## config.mk

```make
export PLATFORM = sky130hd
export DESIGN_NAME = booth_controller_flat
export DESIGN_NICKNAME = d
export VERILOG_FILES = /design/src/rtl/booth_pkg.sv /design/src/rtl/booth_controller_if.sv /design/src/rtl/booth_iter_counter.sv /design/src/rtl/booth_controller.sv /design/src/flat_wrapper.sv
export SDC_FILE = /design/constraint.sdc
export NUM_CORES = 1
export LEC_CHECK = 0
export CORE_AREA = 2 2 51 53
export CTS_CLUSTER_SIZE = 24
export DETAILED_ROUTE_END_ITERATION = 8
export DIE_AREA = 0 0 53 55
export DONT_BUFFER_PORTS = 1
export SLEW_MARGIN = 10
export SYNTH_ARGS = -nofsm -noshare
export SYNTH_HDL_FRONTEND = slang
export SYNTH_SLANG_ARGS = --single-unit
export TNS_END_PERCENT = 100
```

## constraint.sdc

```tcl
create_clock -name clk -period 1.4 [get_ports clk]
set_input_delay 0.28 -clock clk [delete_from_list [all_inputs] [get_ports clk]]
set_output_delay 0.28 -clock clk [all_outputs]
set_load 0.05 [all_outputs]
```

## src/rtl/booth_pkg.sv

```systemverilog
// Shared types and constants for the radix-2 Booth multiplier sequencer.
package booth_pkg;

  localparam int WIDTH_IN_DEF = 16;

  typedef enum logic [2:0] {
    IDLE  = 3'd0,
    LOAD  = 3'd1,
    EVAL  = 3'd2,
    SHIFT = 3'd3,
    DONE  = 3'd4
  } state_t;

  typedef enum logic [1:0] {
    ALU_NOP = 2'b00,
    ALU_ADD = 2'b01,
    ALU_SUB = 2'b10
  } alu_op_t;

  // Booth recoding of {Q0, Q-1}: 01 adds the multiplicand, 10 subtracts it.
  function automatic alu_op_t decode_op(input logic [1:0] lsb);
    case (lsb)
      2'b01:   return ALU_ADD;
      2'b10:   return ALU_SUB;
      default: return ALU_NOP;
    endcase
  endfunction

endpackage

```

## src/rtl/booth_controller_if.sv

```systemverilog
// Requester handshake and datapath command bundle of the Booth sequencer.
interface booth_controller_if #(
  parameter int CNT_W = 4
);
  logic                  start_valid_i;
  logic                  start_ready_o;
  logic [1:0]            pp_lsb_i;
  logic                  load_en_o;
  booth_pkg::alu_op_t    alu_op_o;
  logic                  shift_en_o;
  logic                  busy_o;
  logic [CNT_W-1:0]      iter_o;
  logic                  result_valid_o;
  logic                  result_ready_i;

  // Controller side.
  modport slave (
    input  start_valid_i, pp_lsb_i, result_ready_i,
    output start_ready_o, load_en_o, alu_op_o, shift_en_o, busy_o,
           iter_o, result_valid_o
  );

  // Requester / datapath side.
  modport master (
    output start_valid_i, pp_lsb_i, result_ready_i,
    input  start_ready_o, load_en_o, alu_op_o, shift_en_o, busy_o,
           iter_o, result_valid_o
  );
endinterface

```

## src/rtl/booth_iter_counter.sv

```systemverilog
// Iteration counter: clears on accept, counts completed shifts, saturates
// at the terminal count so it never wraps.
module booth_iter_counter #(
  parameter int WIDTH_IN = booth_pkg::WIDTH_IN_DEF,
  parameter int CNT_W    = $clog2(WIDTH_IN)
) (
  input  logic             clk,
  input  logic             reset,
  input  logic             clr,
  input  logic             inc,
  output logic [CNT_W-1:0] count,
  output logic             tc
);

  assign tc = (count == CNT_W'(WIDTH_IN - 1));

  // Count register with synchronous clear/increment; held at terminal count.
  // NOTE: sequential state uses non-blocking assignment so every register
  // samples pre-edge values regardless of block evaluation order.
  always_ff @(posedge clk) begin
    if (!reset)          count <= '0;
    else if (clr)        count <= '0;
    else if (inc && !tc) count <= count + 1'b1;
  end

endmodule

```

## src/rtl/booth_controller.sv

```systemverilog
// Sequencing FSM for the radix-2 Booth multiplier datapath: load, then
// WIDTH_IN evaluate/shift iterations, then a result-valid handshake.
module booth_controller
  import booth_pkg::*;
#(
  parameter int WIDTH_IN = WIDTH_IN_DEF,
  parameter int CNT_W    = $clog2(WIDTH_IN)
) (
  input  logic                clk,
  input  logic                reset,
  booth_controller_if.slave   bus
);

  state_t state;
  logic   start_ready_q;
  logic   load_en_q;
  logic   shift_en_q;
  logic   busy_q;
  logic   result_valid_q;
  logic   cnt_clr;
  logic   cnt_inc;
  logic   cnt_tc;

  assign cnt_clr = (state == IDLE) && bus.start_valid_i;
  assign cnt_inc = (state == SHIFT);

  booth_iter_counter #(
    .WIDTH_IN (WIDTH_IN),
    .CNT_W    (CNT_W)
  ) u_iter_counter (
    .clk   (clk),
    .reset (reset),
    .clr   (cnt_clr),
    .inc   (cnt_inc),
    .count (bus.iter_o),
    .tc    (cnt_tc)
  );

  // State register; Moore outputs are registered alongside the next state.
  always_ff @(posedge clk) begin
    if (!reset) begin
      state          <= IDLE;
      start_ready_q  <= 1'b1;
      load_en_q      <= 1'b0;
      shift_en_q     <= 1'b0;
      busy_q         <= 1'b0;
      result_valid_q <= 1'b0;
    end else begin
      case (state)
        IDLE: begin
          if (bus.start_valid_i) begin
            state         <= LOAD;
            start_ready_q <= 1'b0;
            busy_q        <= 1'b1;
            load_en_q     <= 1'b1;
          end
        end
        LOAD: begin
          state     <= EVAL;
          load_en_q <= 1'b0;
        end
        EVAL: begin
          state      <= SHIFT;
          shift_en_q <= 1'b1;
        end
        SHIFT: begin
          shift_en_q <= 1'b0;
          if (cnt_tc) begin
            state          <= DONE;
            result_valid_q <= 1'b1;
          end else begin
            state <= EVAL;
          end
        end
        DONE: begin
          if (bus.result_ready_i) begin
            state          <= IDLE;
            result_valid_q <= 1'b0;
            busy_q         <= 1'b0;
            start_ready_q  <= 1'b1;
          end
        end
        default: begin
          state          <= IDLE;
          start_ready_q  <= 1'b1;
          load_en_q      <= 1'b0;
          shift_en_q     <= 1'b0;
          busy_q         <= 1'b0;
          result_valid_q <= 1'b0;
        end
      endcase
    end
  end

  assign bus.start_ready_o  = start_ready_q;
  assign bus.load_en_o      = load_en_q;
  assign bus.shift_en_o     = shift_en_q;
  assign bus.busy_o         = busy_q;
  assign bus.result_valid_o = result_valid_q;

  // Only Mealy output: Booth command decoded live from the register LSBs.
  assign bus.alu_op_o = (state == EVAL) ? decode_op(bus.pp_lsb_i) : ALU_NOP;

endmodule

```

## src/flat_wrapper.sv

```systemverilog
// flat-port wrapper written by rule: the top's interface ports become plain ports
module booth_controller_flat import booth_pkg::*;
#(
  parameter int WIDTH_IN = WIDTH_IN_DEF,
  parameter int CNT_W    = $clog2(WIDTH_IN)
)
  (clk, reset, bus_start_valid_i, bus_pp_lsb_i, bus_result_ready_i, bus_start_ready_o, bus_load_en_o, bus_alu_op_o, bus_shift_en_o, bus_busy_o, bus_iter_o, bus_result_valid_o);
  booth_controller_if #(.CNT_W(CNT_W)) bus_i ();
  input  logic clk;
  input  logic reset;
  input wire logic [$bits(bus_i.start_valid_i)-1:0] bus_start_valid_i;
  input wire logic [$bits(bus_i.pp_lsb_i)-1:0] bus_pp_lsb_i;
  input wire logic [$bits(bus_i.result_ready_i)-1:0] bus_result_ready_i;
  output wire logic [$bits(bus_i.start_ready_o)-1:0] bus_start_ready_o;
  output wire logic [$bits(bus_i.load_en_o)-1:0] bus_load_en_o;
  output wire logic [$bits(bus_i.alu_op_o)-1:0] bus_alu_op_o;
  output wire logic [$bits(bus_i.shift_en_o)-1:0] bus_shift_en_o;
  output wire logic [$bits(bus_i.busy_o)-1:0] bus_busy_o;
  output wire logic [$bits(bus_i.iter_o)-1:0] bus_iter_o;
  output wire logic [$bits(bus_i.result_valid_o)-1:0] bus_result_valid_o;
  assign bus_i.start_valid_i = bus_start_valid_i;
  assign bus_i.pp_lsb_i = bus_pp_lsb_i;
  assign bus_i.result_ready_i = bus_result_ready_i;
  assign bus_start_ready_o = bus_i.start_ready_o;
  assign bus_load_en_o = bus_i.load_en_o;
  assign bus_alu_op_o = bus_i.alu_op_o;
  assign bus_shift_en_o = bus_i.shift_en_o;
  assign bus_busy_o = bus_i.busy_o;
  assign bus_iter_o = bus_i.iter_o;
  assign bus_result_valid_o = bus_i.result_valid_o;
  booth_controller #(.WIDTH_IN(WIDTH_IN), .CNT_W(CNT_W)) u_core (.clk(clk), .reset(reset), .bus(bus_i));
endmodule
```

After elaboration in Yosys (flattened, before gate mapping)
Cells that the tools add are included.
{"block": "classes", "add_sub_neg": 1, "mul": 0, "div": 0, "n_lt_le_gt_ge": 0, "eq_ne": 10, "n_shift": 0, "mux": 16, "bitwise": 4, "n_reduce_logical": 13}
{"cell": "$pmux 3 s5", "count": 1}
{"cell": "$reduce_or 3->1", "count": 4}
{"cell": "$mux 3", "count": 3}
{"cell": "$pmux 1 s3", "count": 3}
{"cell": "$eq 3x2->1 const B", "count": 2}
{"cell": "$reduce_and 3->1", "count": 2}
{"cell": "$mux 1", "count": 5}
{"cell": "$add 4x1->4 const B", "count": 1}
{"cell": "$eq 4x4->1 const B", "count": 1}
{"cell": "$ne 2x2->1 const B", "count": 2}
{"cell": "$not 1->1", "count": 4}
{"cell": "$pmux 1 s2", "count": 2}
{"cell": "$pmux 2 s2", "count": 1}
{"cell": "$reduce_and 2->1", "count": 2}
{"cell": "$eq 3x1->1 const B", "count": 1}
{"cell": "$eq 3x3->1 const B", "count": 1}
{"cell": "$logic_not 3->1", "count": 1}
{"cell": "$eq 2x1->1 const B", "count": 1}
{"cell": "$eq 2x2->1 const B", "count": 1}
{"cell": "$logic_and 1x1->1", "count": 2}
{"cell": "$mux 2", "count": 1}
{"cell": "$ne 2x1->1 const B", "count": 1}
{"cell": "$reduce_or 2->1", "count": 1}
{"cell": "$logic_not 1->1", "count": 1}
{"block": "word_totals", "regBits": 12, "latch_bits": 0, "mem_bits_rw": 0, "romBits": 0, "input_bits": 6, "output_inout_bits": 11, "memories": 0}

Longest topological paths before layout
Gate-level depths: netlist of the first run.
{"block": "logic_depth", "word_depth": 4, "mapped_depth": 4, "depth_no_buf": 4}

By module
Synthesis of the first run repeated with hierarchy kept, for this count alone.
{"block": "hier_totals", "cells_unflattened": 66, "hier_area_um2": 624.3}
{"mod": "booth_controller", "n_inst": 1, "cells_per_inst": 44, "area_each_um2": 426.7, "seq_area_each_um2": 160.2}
{"mod": "booth_iter_counter", "n_inst": 1, "cells_per_inst": 22, "area_each_um2": 197.7, "seq_area_each_um2": 80.1}

Least setup slack after synthesis of the first run
OpenSTA, ideal clock, no wires.
{"block": "synth_path", "path_kind": "register -> output", "from": "reg u_core.state[2]", "to": "out bus_alu_op_o[0]", "arrival_ns": 2.278, "t_required_ns": 1.120, "path_slack_ns": -1.158, "path_stages_with_launch": 4, "n_path_buf": 1, "path_cell_list": "dfxtp_1 buf_2 nand2b_1 nor4b_1"}
{"block": "synth_between", "elab_chain_cells": 2}
{"item": "start, declared", "line": "booth_controller.sv:14", "source": "state_t state;"}
{"item": "start signal, assigned", "line": "booth_controller.sv:42", "source": "state <= IDLE;"}
{"item": "start signal, assigned", "line": "booth_controller.sv:52", "source": "state <= LOAD;"}
{"item": "start signal, assigned", "line": "booth_controller.sv:59", "source": "state <= EVAL;"}
{"item": "$eq 3x2->1", "line": "booth_controller.sv:102", "source": "assign bus.alu_op_o = (state == EVAL) ? decode_op(bus.pp_lsb_i) : ALU_NOP;"}
{"item": "$mux 2", "line": "booth_controller.sv:102"}
{"item": "end, declared", "line": "flat_wrapper.sv:16", "source": "output wire logic [$bits(bus_i.alu_op_o)-1:0] bus_alu_op_o;"}
No other way between the ends.

Final worst setup path of the first run
{"block": "layout_path", "from": "reg u_core.state[0]", "to": "out bus_alu_op_o[0]"}
The elaborated chain is that of the path after synthesis.

==> results of run 1 <==
==> stage by stage <==
| stage | total power, W | setup slack, ps |
|---|---|---|
| detailed placement | 0.000536 | 110 |
| floorplan | 0.000493 | -72.5 |
| finish | 0.000773 | -105 |
| global placement | 0.000535 | 115 |
| CTS | 0.000775 | -114 |
| global route | 0.000810 | -144 |
==> cell type report <==
class | instances | area (sq um) | share of cell area [%]
multi-input cells | 49 | 373 | 43.4
flip-flops and latches | 12 | 255 | 29.7
repair buffers | 18 | 164 | 19.1
well taps | 30 | 37.5 | 4.37
clock buffers | 4 | 26.3 | 3.06
inverters | 1 | 3.75 | 0.437
==> how the worst max path moves through the flow <==
| stage | start | to | slack [ps] |
|---|---|---|---|
| after floorplan | u_core.state[2] | bus_alu_op_o[0] | -70 |
| final | u_core.state[0] | bus_alu_op_o[0] | -100 |
| after detailed placement | u_core.u_iter_counter.count[1] | u_core.u_iter_counter.count[3] | 110 |
| after global routing | u_core.state[0] | bus_alu_op_o[0] | -140 |
| after CTS | u_core.state[0] | bus_alu_op_o[0] | -110 |
| after global placement | u_core.u_iter_counter.count[0] | u_core.u_iter_counter.count[3] | 110 |
==> layer usage <==
layer,share of wire [%],global-route usage [%],vias up
met3,8.6,4.03,3
met1,43,13.0,266
met4,1.6,5.13,0
met2,47,18.1,20
li1,-,-,279
met5,0,0,-
==> cell usage after synthesis, types with 2 or more instances <==
cell type	count	area, sq um
nand3_1	2	10.0
a21oi_1	4	20.0
nor2_1	4	15.0
nand2b_1	3	18.8
nand2_1	4	15.0
o21a_1	2	15.0
nor3_1	4	20.0
nor4b_1	3	26.3
nor4_1	2	12.5
or3b_1	2	17.5
nor2b_1	2	12.5
o21ai_0	3	15.0
buf_2	3	15.0
dfxtp_1	12	240
o31ai_1	2	15.0
==> repair_timing <==
item | CTS | global route
pin swaps | 2 | 1
endpoints found under the hold margin | 0 | 0
hold buffers | 0 | 0
endpoints found under the setup margin | 2 | 7
buffers inserted | 4 | 0
resized for setup | 4 | 3
==> sequential cells by signal, summed over array words and instances, names as in the netlist <==
register / flops
u_core.u_iter_counter.count: 4
u_core.bus.load_en_o: 1
u_core.bus.start_ready_o: 1
u_core.state: 3
u_core.bus.busy_o: 1
u_core.bus.result_valid_o: 1
u_core.bus.shift_en_o: 1
==> cells by family after synthesis <==
family / count (synthesis)
flops: 12
fa+ha+maj: 1
buf+inv: 4
simple gates: 31
compound gates: 17
==> report_power, final <==
part / switching [W] / internal, W
registers: 0.0000255 / 0.000357
logic: 0.0000930 / 0.0000692
clock network: 0.000119 / 0.000110
==> critical path, cell delays in order (launching register included) <==
cell and delay, ps:
dfxtp_2 340, buf_6 120, nor4b_4 300, buf_12 180
==> metrics.txt, run 1 <==
layout cells sized above 1 42.9%; later-pin clock latency in the skew report 280 ps; initial antenna violation count 0; net count after synthesis 72; Tightest Pin Transition 561 ps; first-pass GRT wire length 2.35 mm; vias in the first global route 555; TritonCTS clock tree yes; overall routing resource usage 11.1%; Compound-Gate Fraction of Synth Area 19.1%; WL/cell 12.4 um; via count 568; Reg clk slew, reported paths 80 ps; crit end category output pin; Post-synth top flop dfxtp_1; post-route cell area 860 sq um; antenna-violating nets left 0; Synth Register Bits 12; port bufs 0; cell count after synthesis 65; Die Wd 53 um; xor and xnor area share after synthesis 0%; most common cell after layout, fill and taps aside buf_4; fill cell count 259; Slew HR 62.5%; Inst Count DP 106; DP HPWL 1.07 mm; Worst Min Path Start reset; fmax 664 MHz; hold_ws 93.5 ps; Setup violations, final 2; failing checks negative setup slack; crit path DAT 1220 ps; routability cong. 0.776; CTS Buf Count 3; initial core utilization 24.3%; drt first pass iters 4; Tcrit/Tclk final 107%; Max Slew Vio Count 0; clock skew 15.3 ps; FP Rows 18; area grow syn2layout 49.3%; # Max-Cap Violations 0; Crit Path Max Fanout 3; Root Buffer clkbuf_4; WS Path Type flop to output pin; largest net degree at the start of global routing 9; Cell Pwr Density 900 nW/um^2; asr flop ratio synth 0%; IR drop worst, VDD 659 uV; number of flops mapped to enable cells by yosys 0; final hold violation count 0; H-Tree Depth 1; Syn Std Cell Area 576 sq um; status finished with violations; WHS Endpoint u_core.bus.start_ready_o; R2R cell count 5; RSZ-0062 raised after global routing yes; P_leak 0.328 nW; Layout Utilization 36.3%; Yosys cell types 28; # IOs 17; Die Area 2920 sq um; Final Non-Filler Cells 114; Setup crit start kind flop; post-synthesis sequential area ratio 41.7%; warnings from Yosys 0; largest family of logic cells by synthesized area simple AND/OR/NAND/NOR gates; grt total ovfl 0; die height 55 um; DP Area 787 sq um; worst r2r src u_core.state[0]; core footprint 2360 sq um; commonest cells after routing, fill and taps aside 15 x buf_4, 6 x dfxtp_1, 4 x nor2_1, 4 x nor3_1; Antenna Cells 0; # nets final 92; worst hold stages 1; post-synthesis adder-cell area fraction 2.17%; initial drt markers 4; Synth Area in Simple Gates 33.7%; FF-to-FF End u_core.bus.start_ready_o; clk buf depth 2; Clock Sinks 12; min Tclk post-route 1500 ps; DRC viols 0; Post-Route WL 1.42 mm; Crit path required time 1120 ps; drt via density 4.98; post-synthesis mux area share 0%; R2R setup slack 40 ps; setup ws final -105 ps; Avg Cell Area, Syn 8.85 sq um; final setup TNS -201 ps; Hold Crit Class primary input to flop
Note: power is estimated with default switching activity, not from simulation.
==> run 2: changes to the inputs <==
--- a/config.mk
+++ b/config.mk
@@ -5,10 +5,11 @@
 export SDC_FILE = /design/constraint.sdc
 export NUM_CORES = 1
 export LEC_CHECK = 0
-export CORE_AREA = 2 2 51 53
+export ABC_AREA = 1
+export CORE_AREA = 5 5 54 56
 export CTS_CLUSTER_SIZE = 24
 export DETAILED_ROUTE_END_ITERATION = 8
-export DIE_AREA = 0 0 53 55
+export DIE_AREA = 0 0 59 61
 export DONT_BUFFER_PORTS = 1
 export SLEW_MARGIN = 10
 export SYNTH_ARGS = -nofsm -noshare
==> run 2 against run 1 <==
Effect of this change:
- the run still ends with negative setup slack left
- die area up 23%
- clock skew down 15 ps
- worst hold slack got worse by 21 ps
- via count rose by 4.2%
- final cell count up 11%
- sequential power increased by 6.3%
- setup slack improved by 90 ps
- clock-buffer cell count stayed put
- design area down 6.8%
- synthesized area decreased by 1.1%
- highest routed layer unchanged
==> metrics.txt, run 2 <==
status finished with violations (unchanged); failing checks negative setup slack (unchanged); min Tclk post-route 1410 ps (was 1500 ps); setup ws final -15.0 ps (was -105 ps); post-synthesis sequential area ratio 42.2% (was 41.7%); Antenna Cells 0 (unchanged); RSZ-0062 raised after global routing yes (unchanged); clk buf depth 2 (unchanged); commonest cells after routing, fill and taps aside 16 x nand2_1, 13 x buf_4, 9 x inv_1, 9 x nand3_1 (was 15 x buf_4, 6 x dfxtp_1, 4 x nor2_1, 4 x nor3_1); Crit path required time 1120 ps (about the same); Die Wd 59 um (was 53 um); Avg Cell Area, Syn 7.39 sq um (was 8.85 sq um); Inst Count DP 117 (was 106); Yosys cell types 19 (was 28); Cell Pwr Density 1120 nW/um^2 (was 900 nW/um^2); top-count cell post-synth nand2_1 (was dfxtp_1); Crit Path Max Fanout 3 (unchanged); post-place setup slack 114 ps (was 110 ps); Layout Utilization 33.5% (was 36.3%); initial antenna violation count 0 (unchanged); Clk pwr share 31.0% (was 29.6%); die height 61 um (was 55 um); clock skew 0.401 ps (was 15.3 ps); layout cells sized above 1 34.4% (was 42.9%); area grow syn2layout 40.7% (was 49.3%); final hold violation count 0 (unchanged); number of flops mapped to enable cells by yosys 0 (unchanged); Top reg by flops u_core.u_iter_counter.count (unchanged); port bufs 0 (unchanged); # Max-Cap Violations 0 (unchanged); core footprint 2390 sq um (was 2360 sq um); fill cell count 270 (was 259); routability cong. 0.814 (was 0.776); crit path DAT 1130 ps (was 1220 ps); drt via density 4.70 (was 4.98); top-area cell type share of the netlist area 42.2% (was 41.7%); Final Total Pwr 0.000897 W (was 0.000773 W); top cells by area, synth dfxtp_1 42%, nand2_1 11%, nand3_1 7.9%, inv_1 7.3%, a21oi_1 7.0% (was dfxtp_1 42%, nor4b_1 4.6%, a21oi_1 3.5%, nor3_1 3.5%, nand2b_1 3.3%); crit end category output pin (unchanged); TritonCTS clock tree yes (unchanged); biggest area consumer among synthesized cells dfxtp_1 (unchanged); Sw Pwr 0.000298 W (was 0.000237 W); Die Area 3600 sq um (was 2920 sq um); initial drt markers 12 (was 4); # IOs 17 (unchanged); Largest regs u_core.u_iter_counter.count: 4 flops, u_core.state: 3 flops (unchanged); IR drop worst, VDD 742 uV (was 659 uV); later-pin clock latency in the skew report 270 ps (was 280 ps); most common cell after layout, fill and taps aside nand2_1 (was buf_4); Syn Std Cell Area 569 sq um (was 576 sq um); CTS Buf Count 3 (unchanged); Reg clk slew, reported paths 80 ps (about the same); Max Slew Vio Count 0 (unchanged); Clock Sinks 12 (unchanged); Sw Ratio 33.2% (was 30.7%); # nets final 104 (was 92); largest net degree at the start of global routing 9 (unchanged); Hold Crit Class primary input to flop (unchanged); asr flop ratio synth 0% (unchanged); combinational share of power 23.7% (was 21.0%); Setup violations, final 1 (was 2); overall routing resource usage 9.62% (was 11.1%); Synth Register Bits 12 (unchanged); via count 592 (was 568); Setup crit start kind flop (unchanged); Post-Route WL 1.51 mm (was 1.42 mm); Flop pwr share 45.3% (was 49.4%); drt first pass iters 4 (unchanged); antenna-violating nets left 0 (unchanged); FP Rows 18 (unchanged); hold_buf cts 0 (unchanged); DP HPWL 1.07 mm (about the same); P_leak 0.368 nW (was 0.328 nW); Commonest cells post-synth 17 x nand2_1, 12 x dfxtp_1, 11 x inv_1 (was 12 x dfxtp_1, 4 x a21oi_1, 4 x nand2_1, 4 x nor2_1, 4 x nor3_1); warnings from Yosys 0 (unchanged); vias in the first global route 635 (was 555); Largest register FFs 4 (unchanged); DRC viols 0 (unchanged); grt total ovfl 0 (unchanged); H-Tree Depth 1 (unchanged); WS Path Type flop to output pin (unchanged); WL/cell 12.0 um (was 12.4 um); Post-synth top flop dfxtp_1 (unchanged); Slew HR 65.0% (was 62.5%); fmax 707 MHz (was 664 MHz); initial core utilization 23.8% (was 24.3%); Pint 0.000599 W (was 0.000536 W); Tightest Pin Transition 524 ps (was 561 ps); Root Buffer clkbuf_4 (unchanged); Final Non-Filler Cells 126 (was 114); first-pass GRT wire length 2.55 mm (was 2.35 mm); Tcrit/Tclk final 101% (was 107%); cell count after synthesis 77 (was 65); net count after synthesis 84 (was 72)
run 2: cell types whose count changed after synthesis, moves of 2 or more:
cell	delta
o21a_1	-2
or3b_1	-2
nand3_1	+7
o31ai_1	-2
nor3_1	-3
nand2b_1	-3
nor4b_1	-3
a21oi_1	+4
nor4_1	-2
nand2_4	+2
buf_2	-3
inv_1	+10
nand2_1	+13
nor2b_1	-2
run 2: logic make-up (layout without fill, tap and decap cells):
logic type	count (synthesis)	count (layout)	share of synthesized area, %
compound gates	14	14	13.8
xor+xnor	2	2	3.08
fa+ha+maj	1	1	2.20
buf+inv	12	31	7.91
flops	12	12	42.2
simple gates	36	36	30.8
run 2: final cells by class:
| type | count | area [sq um] | share of cell area [%] |
|---|---|---|---|
| inverter | 12 | 47.5 | 5.94 |
| tap | 30 | 37.5 | 4.69 |
| sequential | 12 | 245 | 30.6 |
| multi-input combinational | 53 | 305 | 38.1 |
| timing repair buffer | 15 | 129 | 16.1 |
| clock buffer | 4 | 36.3 | 4.53 |
run 2: worst max-delay path: stages (launching register included):
cell	delay, ps
dfxtp_2	330
inv_2	70
nand2_4	60
inv_4	50
nand2_4	60
nor3_4	120
buf_6	180
run 2: timing repair:
| action | 4_1_cts | 5_1_grt |
|---|---|---|
| resized for setup | 9 | 1 |
| endpoints found under the setup margin | 2 | 2 |
| pin swaps | 1 | 1 |
| hold endpoints to repair | 0 | 0 |
| setup buffers | 4 | 1 |
run 2: routing by layer:
| metal | vias up | routed length [um] | part of all wire (%) | GRT usage, % |
|---|---|---|---|---|
| li1 | 291 | - | - | - |
| met1 | 272 | 555 | 37 | 8.94 |
| met2 | 23 | 780 | 52 | 15.9 |
| met3 | 6 | 144 | 9.6 | 5.74 |
| met4 | 0 | 26 | 1.7 | 6.47 |
| met5 | - | 0 | 0 | 0 |
run 2: worst paths after layout:
| kind | startpoint | endpoint | slack (ps) | cells after the start |
|---|---|---|---|---|
| setup / recovery | u_core.state[2] | bus_alu_op_o[1] | -10 | 6 |
| hold / removal | reset | u_core.bus.start_ready_o | 70 | 1 |
| setup reg to reg | u_core.state[2] | u_core.u_iter_counter.count[0] | 90 | 8 |
| hold reg to reg | u_core.bus.load_en_o | u_core.bus.load_en_o | 460 | 2 |
run 2: metrics by stage:
| stage | hold WS (ps) | cell area [sq um] | TNS [ps] |
|---|---|---|---|
| after global placement | 353 | 704 | 0 |
| after floorplan | 349 | 579 | -152 |
| after global routing | 57.3 | 801 | -145 |
| after detailed placement | 357 | 704 | 0 |
| final | 72.6 | 801 | -15.0 |
| after CTS | 61.2 | 793 | -92.1 |
run 2: power by group through the flow:
stage | Clock (W) | Combinational, W | Sequential [W]
3_5_place_dp | 0 | 0.000175 | 0.000412
6_report | 0.000278 | 0.000213 | 0.000406
5_1_grt | 0.000304 | 0.000229 | 0.000410
2_1_floorplan | 0 | 0.0000936 | 0.000447
4_1_cts | 0.000290 | 0.000204 | 0.000405
3_3_place_gp | 0 | 0.000171 | 0.000412
